[config.mk]
export PLATFORM = sky130hd
export DESIGN_NAME = exp_softmax_normalizer
export DESIGN_NICKNAME = d
export VERILOG_FILES = /design/src/rtl/exp_softmax_normalizer.sv
export SDC_FILE = /design/constraint.sdc
export NUM_CORES = 1
export LEC_CHECK = 0
export ABC_AREA = 1
export BUFFER_PORTS_ARGS = -buffer_cell sky130_fd_sc_hd__buf_2
export CAP_MARGIN = 20
export CORE_ASPECT_RATIO = 0.8
export CORE_UTILIZATION = 40
export CTS_CLUSTER_DIAMETER = 60
export DETAILED_ROUTE_END_ITERATION = 8
export GPL_TIMING_DRIVEN = 0
export SLEW_MARGIN = 20
export SYNTH_ARGS = -nofsm -noshare
export SYNTH_HDL_FRONTEND = slang
export SYNTH_SLANG_ARGS = --single-unit
[constraint.sdc]
create_clock -name clk -period 4.6 [get_ports clk]
set_input_delay 0.23 -clock clk [delete_from_list [all_inputs] [get_ports clk]]
set_output_delay 0.23 -clock clk [all_outputs]
set_load 0.005 [all_outputs]
[src/rtl/exp_softmax_normalizer.sv]
// Softmax normaliser: buffers a vector of unsigned Q.8 exponentials, sums them, then
// streams each element divided by the sum as a Q0.Q_W probability (restoring divider).
module exp_softmax_normalizer #(
    parameter int N_MAX  = 8,
    parameter int DATA_W = 32,
    parameter int Q_W    = 16
) (
    input  logic              clk,
    input  logic              rst,
    input  logic              in_valid,
    output logic              in_ready,
    input  logic [DATA_W-1:0] in_data,
    input  logic              in_last,
    output logic              out_valid,
    input  logic              out_ready,
    output logic [Q_W-1:0]    out_data,
    output logic              out_last,
    output logic              busy
);

    localparam int PTR_W  = $clog2(N_MAX);
    localparam int CNT_W  = PTR_W + 1;
    localparam int ACC_W  = DATA_W + PTR_W;
    localparam int STEP_W = $clog2(Q_W + 1);

    localparam logic [1:0] ST_COLLECT = 2'd0;
    localparam logic [1:0] ST_DIV     = 2'd1;
    localparam logic [1:0] ST_SEND    = 2'd2;

    logic [1:0]        state_reg;
    logic [CNT_W-1:0]  count_reg;
    logic [ACC_W-1:0]  sum_reg;
    logic [PTR_W-1:0]  rd_ptr_reg;
    logic              prime_reg;
    logic [STEP_W-1:0] step_reg;
    logic [ACC_W-1:0]  rem_reg;
    logic [Q_W-1:0]    quo_reg;
    logic              out_valid_reg;
    logic [Q_W-1:0]    out_data_reg;
    logic              out_last_reg;
    logic [DATA_W-1:0] rd_data_reg;

    logic [DATA_W-1:0] buf_mem [N_MAX];

    logic              accept;
    logic              end_of_vec;
    logic [ACC_W-1:0]  sum_next;
    logic [PTR_W-1:0]  wr_addr;
    logic [PTR_W-1:0]  rd_addr;
    logic [ACC_W:0]    trial;
    logic              q_bit;
    logic [ACC_W-1:0]  diff;
    logic [ACC_W-1:0]  rem_next;
    logic [Q_W:0]      quo_full;
    logic [Q_W-1:0]    div_result;
    logic              is_last;

    assign in_ready  = (state_reg == ST_COLLECT);
    assign busy      = (state_reg != ST_COLLECT);
    assign out_valid = out_valid_reg;
    assign out_data  = out_data_reg;
    assign out_last  = out_last_reg;

    assign accept     = in_valid && (state_reg == ST_COLLECT);
    assign end_of_vec = in_last || (count_reg == CNT_W'(N_MAX - 1));
    assign sum_next   = sum_reg + ACC_W'(in_data);
    assign wr_addr    = count_reg[PTR_W-1:0];
    // While waiting in SEND, prefetch the next element so the next DIV can start at once.
    assign rd_addr    = (state_reg == ST_SEND) ? rd_ptr_reg + PTR_W'(1) : rd_ptr_reg;
    assign is_last    = (CNT_W'(rd_ptr_reg) == count_reg - CNT_W'(1));

    // Step 0 compares the raw element (quotient MSB, weight 2^Q_W); later steps shift.
    assign trial      = (step_reg == '0) ? (ACC_W + 1)'(rd_data_reg) : {rem_reg, 1'b0};
    assign q_bit      = (trial >= {1'b0, sum_reg});
    assign diff       = trial[ACC_W-1:0] - sum_reg;
    assign rem_next   = q_bit ? diff : trial[ACC_W-1:0];
    assign quo_full   = {quo_reg, q_bit};
    assign div_result = quo_full[Q_W] ? {Q_W{1'b1}} : quo_full[Q_W-1:0];

    always_ff @(posedge clk) begin
        if (accept) begin
            buf_mem[wr_addr] <= in_data;
        end
        rd_data_reg <= buf_mem[rd_addr];
    end

    always_ff @(posedge clk) begin
        if (rst) begin
            state_reg     <= ST_COLLECT;
            count_reg     <= '0;
            sum_reg       <= '0;
            rd_ptr_reg    <= '0;
            prime_reg     <= 1'b0;
            step_reg      <= '0;
            rem_reg       <= '0;
            quo_reg       <= '0;
            out_valid_reg <= 1'b0;
            out_data_reg  <= '0;
            out_last_reg  <= 1'b0;
        end else begin
            case (state_reg)
                ST_COLLECT: begin
                    if (accept) begin
                        sum_reg   <= sum_next;
                        count_reg <= count_reg + CNT_W'(1);
                        if (end_of_vec) begin
                            state_reg  <= ST_DIV;
                            rd_ptr_reg <= '0;
                            step_reg   <= '0;
                            prime_reg  <= 1'b1;
                        end
                    end
                end
                ST_DIV: begin
                    if (sum_reg == '0) begin
                        out_data_reg  <= '0;
                        out_last_reg  <= is_last;
                        out_valid_reg <= 1'b1;
                        state_reg     <= ST_SEND;
                    end else if (prime_reg) begin
                        // The last element may have been written on the entry edge; wait one read.
                        prime_reg <= 1'b0;
                    end else begin
                        rem_reg  <= rem_next;
                        quo_reg  <= quo_full[Q_W-1:0];
                        step_reg <= step_reg + STEP_W'(1);
                        if (step_reg == STEP_W'(Q_W)) begin
                            out_data_reg  <= div_result;
                            out_last_reg  <= is_last;
                            out_valid_reg <= 1'b1;
                            state_reg     <= ST_SEND;
                        end
                    end
                end
                ST_SEND: begin
                    if (out_ready) begin
                        out_valid_reg <= 1'b0;
                        if (out_last_reg) begin
                            count_reg <= '0;
                            sum_reg   <= '0;
                            state_reg <= ST_COLLECT;
                        end else begin
                            rd_ptr_reg <= rd_ptr_reg + PTR_W'(1);
                            step_reg   <= '0;
                            state_reg  <= ST_DIV;
                        end
                    end
                end
                default: state_reg <= ST_COLLECT;
            endcase
        end
    end

endmodule

==> results.cfg, run 1 <==
[pwr]
clkPwrFrac_pct = 28.9
p_per_area_mw_per_mm2 = 530
power_switching_mw = 4.88
switching_share_pct = 38.5
p_int_mw = 7.79
p_leak_nw = 9.91
p_comb_share_pct = 36.9
vdd_drop_max_v = 0.000298
sequentialPowerShare_pct = 34.2

[timing]
finalWorstSetupSlack_ns = 0.264
final_hold_viol_count = 0
tightest_slew_ns = 1.10
rsz0062_at_grt = no
finClkSkew_ns = 0.0340
finalSetupTns_ns = 0
slew_headroom_pct = 25.7
max_freq_mhz = 231
min_period_ns = 4.34
finalMaxSlewViolations = 0
min_period_over_period_pct = 94.3
finalSetupViolations = 0

[global_route]
grt_pass1_vias = 16400
grt_usage_pct = 25.3
gr-total-overflow = 0
grt_start_max_net_pins = 22
antenna_found_initial = 0
grt_pass1_wl_mm = 100

[synth]
yosysSeqAreaShare_pct = 51.6
synth_top_cell_by_area = edfxtp_1
synth_compound_area_share_pct = 11.9
synth_top_area_share_pct = 37.0
synth-simple-area-share_pct = 24.7
synth_fa_ha_area_share_pct = 4.60
ys_types = 45
synth_area_leaders = edfxtp_1 37%, nand2_1 16%, dfxtp_1 15%
synthCells = 2525
synth_top_family_by_area = simple AND/OR/NAND/NOR gates
syn_avg_cell_area_sq_um = 8.22
synth.net_count = 2637
synth_xor_area_share_pct = 1.10
synthesis.area_sq_mm = 0.0207
ys_warn_count = 0
ys_ff_latch = 407
synthMuxAreaShare_pct = 0

[setup_path]
crit_end = rem_reg[29]
worstPathRequired_ns = 5.04
critPathTopFamily = simple AND/OR/NAND/NOR gates
r2r_end = rem_reg[29]
slowest_stage = clkbuf_1
critPathMaxFanout = 10
critPathLaunch = step_reg[0]
regToRegSetupSlack_ns = 0.26
reg2reg_depth = 20
cp.arrival_ns = 4.78
endpoint_kind = register
path_class = register to register
path_cells = inv_1 > ha_1 > nand3_1 > buf_2 > inv_1 > clkbuf_1 > o21ai_0 > ha_1 > nand2_1 > nor2_2 > nand2_1 > nor2_1 > nand2_1 > nand3_1 > a21oi_4 > nand2_4 > buf_4 > nand2_1 > nand3_1 > a21oi_1
path_common_cell = nand2_1
max_stage_delay_ns = 0.53
crit_cells = 20
crit_buf_inv = 5
critPathLaunchType = register
timing.rr.start = step_reg[0]

[clock_tree]
ctsHtreeMaxLevel = 2
cts_buffer_depth = 3
cts.reportedPaths.clkPinSlew_ns = 0.06
cts.sinks = 407
clkLatencyLatePin_ns = 0.58
cts-root-buf = clkbuf_16
numCtsBuffers = 44
cts_tree = yes
cts_resized = 0

[detailed_routing]
drc = 0
firstDrtPassIters = 6
wl_met2_mm = 27.4
maxUsedRoutingLayer = met5
wl_met1_mm = 32.7
drt-initial-drc-count = 1653
wl_met3_mm = 5.55
drt-wirelength-per-cell_um = 19.8
via_per_inst = 5.29
ant_nets = 0
vias = 17900
drt-total-wl_mm = 66.9

[floorplan]
die_area_sq_mm = 0.0528
core-area_sq_mm = 0.0511
start_util_pct = 40.6
die_h_um = 206
die_x_um = 257
num_io_pins = 57
num_rows = 74

[worst_hold_path]
holdPathStages = 1
hold_path_class = input port to register

[final_layout]
drive_gt1_share_pct = 7.77
fillCellCount = 5033
largest_reg_flops = 256
fin_cells = 3375
area_growth_pct = 15.1
n_antenna_cell = 0
layout.nets = 2771
utilization_pct = 46.7
stdcell_area_sq_mm = 0.0239

[job]
drv_cap = 0

[place]
dp_hpwl_mm = 52.0
dpl_cell_area_sq_mm = 0.0222
portBuffers = 56
place_congestion = 0.972
place_ws_ns = 0.426
dp.cells = 3277

[status]
status = completed
[Yosys cell counts, drive strengths merged]
master,n
o31ai,1
xor2,18
o21ai,152
nor3b,1
a211oi,5
o211ai,49
nor4,6
nand2,869
o22ai,1
fa,2
xnor2,8
o21bai,7
nand3,137
inv,220
nor3,15
ha,73
or2,3
clkbuf,52
a21o,6
nand4,17
a311oi,1
edfxtp,256
nand3b,25
buf,44
o221ai,1
o21a,6
nor2,186
a21oi,196
a31oi,13
dfxtp,151
o41ai,1
a21boi,3
[cell families after synthesis]
group                    Yosys count
AO/OA/AOI/OAI                    442
XOR/XNOR                          26
adder cells (fa/ha/maj)           75
buffers and inverters            316
flip-flops                       407
AND/OR/NAND/NOR                 1259
[cell type report]
type | instances | area, sq um | area share [%]
buffer | 96 | 435 | 1.82
clock buffer | 58 | 1220 | 5.12
clock inverter | 20 | 278 | 1.16
inverter | 220 | 828 | 3.47
multi-input combinational | 1802 | 8830 | 37.0
sequential | 407 | 10700 | 44.8
tap | 684 | 856 | 3.58
timing repair buffer | 88 | 723 | 3.03
[power by group through the flow]
stage	clock network [mW]	logic (mW)	registers, mW
CTS	3.71	4.61	4.33
global route	3.86	5.23	4.35
floorplan	0	3.22	4.32
detailed placement	0	4.57	4.41
global placement	0	4.52	4.41
finish	3.66	4.67	4.33
[cells in the final DEF (no fill, tap or decap), types with 6 or more instances in the layout]
master         instances
buf_16                 6
buf_1                  6
xor2_1                18
buf_4                  8
edfxtp_1             256
nor3_1                14
nor2_4                 8
nor2_2                 6
o21a_1                 6
nand4_1               17
nor2_1               172
nand3_1              136
nand3b_1              25
a21oi_1              194
inv_2                 10
ha_1                  73
clkbuf_1              59
o21ai_0              138
o21bai_1               6
nor4_1                 6
a31oi_1               13
a21o_1                 6
inv_1                209
clkbuf_8               7
dfxtp_1              151
xnor2_1                8
o21ai_1               14
clkbuf_16             44
o211ai_1              49
buf_2                 86
nand2_1              866
dlygate4sd3_1         20
[metrics by stage]
stage	hold WS [ns]	total power [mW]
6_report	0.0156	12.7
3_5_place_dp	0.427	8.98
5_1_grt	0.00689	13.4
3_3_place_gp	0.426	8.93
2_1_floorplan	0.319	7.54
4_1_cts	0.000282	12.7
[timing repair]
item | in CTS | in global routing
hold buffers | 19 | 1
hold endpoints to repair | 137 | 1
setup buffers | 0 | 0
[routing by layer]
metal	vias to the layer above	GRT usage [%]
met4	2	5.53
met1	8456	38.4
met5	-	2.59
li1	8709	-
met3	77	4.34
met2	626	37.2
[worst min-delay path by stage]
stage | start | endpoint
CTS | in_data[24] | buf_mem[6][24]
global placement | out_ready | out_valid
floorplan | out_ready | out_valid
finish | in_data[3] | buf_mem[6][3]
detailed placement | out_ready | out_valid
global route | in_data[2] | buf_mem[7][2]
Note: power is estimated with default switching activity, not from simulation.
==> run 2: changes to the inputs <==
--- a/config.mk
+++ b/config.mk
@@ -13,6 +13,8 @@
 export CTS_CLUSTER_DIAMETER = 60
 export DETAILED_ROUTE_END_ITERATION = 8
 export GPL_TIMING_DRIVEN = 0
+export MAX_ROUTING_LAYER = met4
+export PLACE_DENSITY = 0.59
 export SLEW_MARGIN = 20
 export SYNTH_ARGS = -nofsm -noshare
 export SYNTH_HDL_FRONTEND = slang
==> constraint.sdc (replaced) <==
create_clock -name clk -period 4.6 [get_ports clk]
set_input_delay 0.46 -clock clk [delete_from_list [all_inputs] [get_ports clk]]
set_output_delay 0.46 -clock clk [all_outputs]
set_load 0.005 [all_outputs]
==> run 2 against run 1 <==
Effect of this change:
- maximum frequency grew 3.2%
- global-route usage grew 1.7 points
- register-to-register slack gained 0.13 ns
- sequential power is essentially flat
- setup slack gained 0.13 ns
- sequential share of layout area grew 0.44 points
- final area shrank 0.96%
- utilization shrank 0.45 points
- via count is essentially flat
- routed wire length grew 3.4%
- first-iteration DRC count grew 5.1%
- critical path type unchanged
==> results.cfg, run 2 (synthesis results as in run 1) <==
[detailed_routing]
vias = 17900
drt-total-wl_mm = 69.1
ant_nets = 0
drt-initial-drc-count = 1737
firstDrtPassIters = 5
drc = 0
drt-wirelength-per-cell_um = 20.5
via_per_inst = 5.31

[worst_hold_path]
hold_path_class = input port to register

[status]
status = completed

[final_layout]
drive_gt1_share_pct = 7.88
largest_reg_flops = 256
area_growth_pct = 14.0
fillCellCount = 5048
regArea_sq_mm = 0.0107
final_common_cell = nand2_1
final_cell_mix = 866 x nand2_1, 256 x edfxtp_1, 209 x inv_1
multi_input_area_sq_mm = 0.00883
utilization_pct = 46.3
fin_cells = 3364
layout.nets = 2753

[setup_path]
critPathLaunchType = register
slowest_stage = ha_1
endpoint_kind = register
cp.arrival_ns = 4.63
critPathMaxFanout = 10
worstPathRequired_ns = 5.03
critPathTopFamily = simple AND/OR/NAND/NOR gates
crit_end = rem_reg[33]
path_class = register to register
path_common_cell = nand2_1
r2r_end = rem_reg[33]
crit_buf_inv = 6
crit_cells = 22
path_cells = inv_1 > ha_1 > nand3_1 > buf_2 > inv_1 > buf_2 > buf_2 > nand2_1 > o21ai_0 > ha_1 > nand2_1 > nor2_1 > nand2_1 > nor2_1 > nand2_1 > nand3_1 > a21oi_4 > nand2_4 > buf_4 > nand2_1 > nand3_1 > a21oi_1
timing.rr.start = step_reg[0]
reg2reg_depth = 22
critPathLaunch = step_reg[0]
regToRegSetupSlack_ns = 0.40
max_stage_delay_ns = 0.40

[timing]
finalSetupViolations = 0
min_period_over_period_pct = 91.4
finalMaxSlewViolations = 0
finClkSkew_ns = 0.0226
finalSetupTns_ns = 0
slew_headroom_pct = 35.3
tightest_slew_ns = 0.961
final_hold_viol_count = 0
min_period_ns = 4.20
rsz0062_at_grt = no
finalWorstSetupSlack_ns = 0.398
hold_ws_ns = 0.0673
max_freq_mhz = 238

[global_route]
gr-total-overflow = 0
antenna_found_initial = 3
grt_usage_pct = 27.0
grt_pass1_wl_mm = 103
grt_pass1_vias = 16600
grt_start_max_net_pins = 21

[place]
place_congestion = 0.982
dp_hpwl_mm = 54.0
dp.cells = 3278
place_ws_ns = 0.359
portBuffers = 56

[clock_tree]
cts_tree = yes
cts-root-buf = clkbuf_16
cts_resized = 0
numCtsBuffers = 44
cts.sinks = 407
clkLatencyLatePin_ns = 0.59
cts_buffer_depth = 3
cts_setup_buffers = 0
postCtsHoldBufs = 0
cts.reportedPaths.clkPinSlew_ns = 0.06
ctsHtreeMaxLevel = 2

[pwr]
vdd_drop_max_v = 0.000310
p_per_area_mw_per_mm2 = 533
p_leak_nw = 9.80

[floorplan]
die_h_um = 206
start_util_pct = 40.6
die_x_um = 257
die_area_sq_mm = 0.0528
num_rows = 74
core-area_sq_mm = 0.0511
num_io_pins = 57

[job]
drv_cap = 0
-- run 2: cell types whose count changed in the layout (fill, tap and decap cells not counted), moves of 2 or more --
cell / previous run / this run
dlygate4sd3_1: 20 / 0
diode_2: 0 / 3
clkinvlp_4: 0 / 2
clkbuf_1: 59 / 62
clkinv_8: 0 / 2
buf_16: 6 / 3
bufinv_16: 5 / 3
clkinv_2: 5 / 8
clkbuf_8: 7 / 2
buf_12: 2 / 5
-- run 2: layout make-up --
| cell class | count | area share, % |
|---|---|---|
| Inverter | 220 | 3.50 |
| Sequential cell | 407 | 45.3 |
| Antenna cell | 3 | 0.0317 |
| Tap cell | 684 | 3.62 |
| Clock buffer | 58 | 5.05 |
| Multi-Input combinational cell | 1802 | 37.3 |
| Clock inverter | 24 | 1.16 |
| Buffer | 96 | 1.85 |
| Timing Repair Buffer | 70 | 2.18 |
-- run 2: metrics by stage --
stage,total power [mW],instance area [sq um]
detailed placement,9.05,22200
finish,12.6,23700
global route,13.4,23700
CTS,12.6,23600
floorplan,7.54,20700
global placement,9.01,21900
-- run 2: worst min-delay path by stage --
stage | startpoint | to | slack, ns | depth (start not counted)
6_report | out_ready | out_valid | 0.07 | 2
4_1_cts | out_ready | out_valid | 0.04 | 2
2_1_floorplan | quo_reg[0] | quo_reg[1] | 0.44 | 2
3_5_place_dp | rem_reg[32] | rem_reg[32] | 0.46 | 2
5_1_grt | out_ready | out_valid | 0.06 | 2
3_3_place_gp | rem_reg[31] | rem_reg[31] | 0.45 | 2
-- run 2: worst reg2reg max path, stage by stage, from the launching register on --
cell	delay, ns
dfxtp_1	0.33
inv_1	0.08
ha_1	0.23
nand3_1	0.19
buf_2	0.30
inv_1	0.11
buf_2	0.20
buf_2	0.22
nand2_1	0.08
o21ai_0	0.15
ha_1	0.40
nand2_1	0.11
nor2_1	0.31
nand2_1	0.09
nor2_1	0.30
nand2_1	0.11
nand3_1	0.15
a21oi_4	0.11
nand2_4	0.14
buf_4	0.22
nand2_1	0.08
nand3_1	0.08
a21oi_1	0.06
-- run 2: where the power goes --
part / switching [mW] / total, mW / internal [mW]
Clock: 1.53 / 3.56 / 2.03
Combinational: 3.26 / 4.71 / 1.45
Sequential: 0.184 / 4.34 / 4.16
Total: 4.97 / 12.6 / 7.64
-- run 2: routing by layer --
metal | vias up | GRT usage (%) | share of wire [%]
met2 | 642 | 37.4 | 40
met5 | - | - | 0
met4 | 0 | 6.34 | 1.9
li1 | 8678 | - | -
met1 | 8465 | 40.2 | 50
met3 | 78 | 5.28 | 8.3
==> run 3: changes to the inputs <==
--- a/config.mk
+++ b/config.mk
@@ -6,15 +6,15 @@
 export NUM_CORES = 1
 export LEC_CHECK = 0
 export ABC_AREA = 1
-export BUFFER_PORTS_ARGS = -buffer_cell sky130_fd_sc_hd__buf_2
 export CAP_MARGIN = 20
 export CORE_ASPECT_RATIO = 0.8
 export CORE_UTILIZATION = 40
 export CTS_CLUSTER_DIAMETER = 60
 export DETAILED_ROUTE_END_ITERATION = 8
+export DONT_BUFFER_PORTS = 1
 export GPL_TIMING_DRIVEN = 0
 export MAX_ROUTING_LAYER = met4
-export PLACE_DENSITY = 0.59
+export PLACE_DENSITY = 0.58
 export SLEW_MARGIN = 20
 export SYNTH_ARGS = -nofsm -noshare
 export SYNTH_HDL_FRONTEND = slang
==> run 3 against run 2 <==
Effect of this change:
- count of clock-buffer cells in the layout is 3 lower
- final cell count is 0.68% lower
- register-to-register slack worse by 0.08 ns
- largest power group unchanged
- die area stayed put
- critical path depth is 2 lower
- highest routed layer unchanged
- utilization is 0.12 points higher
- critical path type unchanged
- combinational power is 0.8% lower
- via count is 0.62% lower
==> results.cfg, run 3 (synthesis results as in run 1) <==
[pwr]
p_int_mw = 7.57
vdd_drop_max_v = 0.000311
p_comb_share_pct = 37.4
sequentialPowerShare_pct = 34.7
power_switching_mw = 4.95
switching_share_pct = 39.5
p_per_area_mw_per_mm2 = 528
clkPwrFrac_pct = 27.9
p_leak_nw = 9.69
power_mw = 12.5

[final_layout]
fin_cells = 3341
area_growth_pct = 14.3
final_cell_mix = 866 x nand2_1, 256 x edfxtp_1, 209 x inv_1
final_common_cell = nand2_1
largest_reg_flops = 256
layout.nets = 2731
drive_gt1_share_pct = 5.84

[clock_tree]
cts_tree = yes
numCtsBuffers = 45
cts.reportedPaths.clkPinSlew_ns = 0.06
clkLatencyLatePin_ns = 0.59
cts.sinks = 407
ctsHtreeMaxLevel = 2
cts_buffer_depth = 3
cts-root-buf = clkbuf_16
cts_setup_buffers = 0

[place]
portBuffers = 0
place_congestion = 1.06
dp.cells = 3223
dp_hpwl_mm = 52.3

[setup_path]
path_cells = inv_1 > ha_1 > nand3_1 > buf_2 > inv_1 > clkbuf_1 > o21ai_0 > ha_1 > nand2_1 > nor2_2 > nand2_1 > nor2_2 > nor2_2 > o21bai_4 > nand3_4 > nand2_4 > buf_4 > nand2_1 > nand3_1 > a21oi_1
endpoint_kind = register
slowest_stage = clkbuf_1
critPathLaunch = step_reg[0]
crit_buf_inv = 5
max_stage_delay_ns = 0.48
path_class = register to register
worstPathRequired_ns = 5.05
critPathLaunchType = register
critPathTopFamily = simple AND/OR/NAND/NOR gates
critPathMaxFanout = 10
timing.rr.start = step_reg[0]
cp.arrival_ns = 4.73

[floorplan]
die_h_um = 206
num_rows = 74
core-area_sq_mm = 0.0511
die_x_um = 257
start_util_pct = 40.6
die_area_sq_mm = 0.0528
num_io_pins = 57

[detailed_routing]
vias = 17800
firstDrtPassIters = 5
drt-total-wl_mm = 68.4
drt-initial-drc-count = 1628
ant_nets = 0
via_per_inst = 5.31
drt-wirelength-per-cell_um = 20.5
drc = 0

[timing]
tightest_slew_ns = 1.07
max_freq_mhz = 233
finalSetupViolations = 0
min_period_ns = 4.29
slew_headroom_pct = 28.3
final_hold_viol_count = 0
min_period_over_period_pct = 93.2
rsz0062_at_grt = no
finalMaxSlewViolations = 0
finClkSkew_ns = 0.0269

[worst_hold_path]
min_from = out_ready
hold_path_class = input port to register

[global_route]
grt_usage_pct = 26.8
gr-total-overflow = 0
grt_start_max_net_pins = 23
antenna_found_initial = 6
grt_pass1_wl_mm = 103
grt_pass1_vias = 16700

[job]
drv_cap = 0

[status]
status = completed
## run 3: cell types whose count changed in the layout (fill, tap and decap cells not counted), sizes merged
cell / before / now
buf: 114 / 58
dlygate4sd3: 0 / 33
clkbuf: 110 / 107
inv: 221 / 224
bufinv: 3 / 1
clkinv: 18 / 19
diode: 3 / 4
## run 3: power groups by stage
stage          sequential, mW  combinational [mW]  clock (mW)
3_3_place_gp             4.42                4.47           0
6_report                 4.34                4.67        3.50
4_1_cts                  4.34                4.60        3.54
2_1_floorplan            4.32                3.22           0
5_1_grt                  4.36                5.22        3.68
3_5_place_dp             4.42                4.52           0
## run 3: through the flow
step / utilization (%) / setup slack, ns / setup TNS [ns] / hold slack [ns] / instance area (sq um)
after floorplan: - / 1.02 / 0 / 0.441 / 20700
after global placement: 42.3 / -1.60 / -51.05 / 0.451 / 21600
after detailed placement: 42.9 / 0.210 / 0 / 0.455 / 21900
after CTS: 46.4 / 0.193 / 0 / 0.0693 / 23700
after global routing: 46.4 / 0.0556 / 0 / 0.0932 / 23700
final: 46.4 / 0.313 / 0 / 0.0884 / 23700
## run 3: path summary, 6_finish.rpt
kind | to | slack (ns) | cells past startpoint
setup / recovery | rem_reg[19] | 0.31 | 20
hold / removal | state_reg[1] | 0.09 | 3
setup reg to reg | rem_reg[19] | 0.31 | 20
hold reg to reg | rem_reg[30] | 0.47 | 2
## run 3: area by class of cell
type	instances	area (sq um)
flip-flops and latches	407	10700
clock inverters	26	226
clock buffers	55	1200
repair buffers	47	613
multi-input cells	1802	8830
well taps	684	856
diodes	4	10.0
plain buffers	96	435
inverters	220	828
fillers	5008	27400
## run 3: metal layers
layer  share of wire, %  wire, um  GRT usage (%)
met1                 49     33400           38.7
met2                 42     28400           38.7
met3                8.0      5460           5.09
met4                1.7      1130           5.87
met5                  0         0              -
## run 3: worst reg2reg max path, cell delays in order (launching register included)
cell,delay [ns]
dfxtp_1,0.31
inv_1,0.11
ha_1,0.20
nand3_1,0.21
buf_2,0.29
inv_1,0.12
clkbuf_1,0.48
o21ai_0,0.33
ha_1,0.44
nand2_1,0.14
nor2_2,0.16
nand2_1,0.11
nor2_2,0.14
nor2_2,0.09
o21bai_4,0.21
nand3_4,0.16
nand2_4,0.16
buf_4,0.22
nand2_1,0.10
nand3_1,0.09
a21oi_1,0.07
## run 3: timing repair
action                     in CTS  in global routing
setup endpoints to repair       0                  3
hold buffers                   33                  0
resized for setup               0                  2
hold endpoints to repair      257                  0
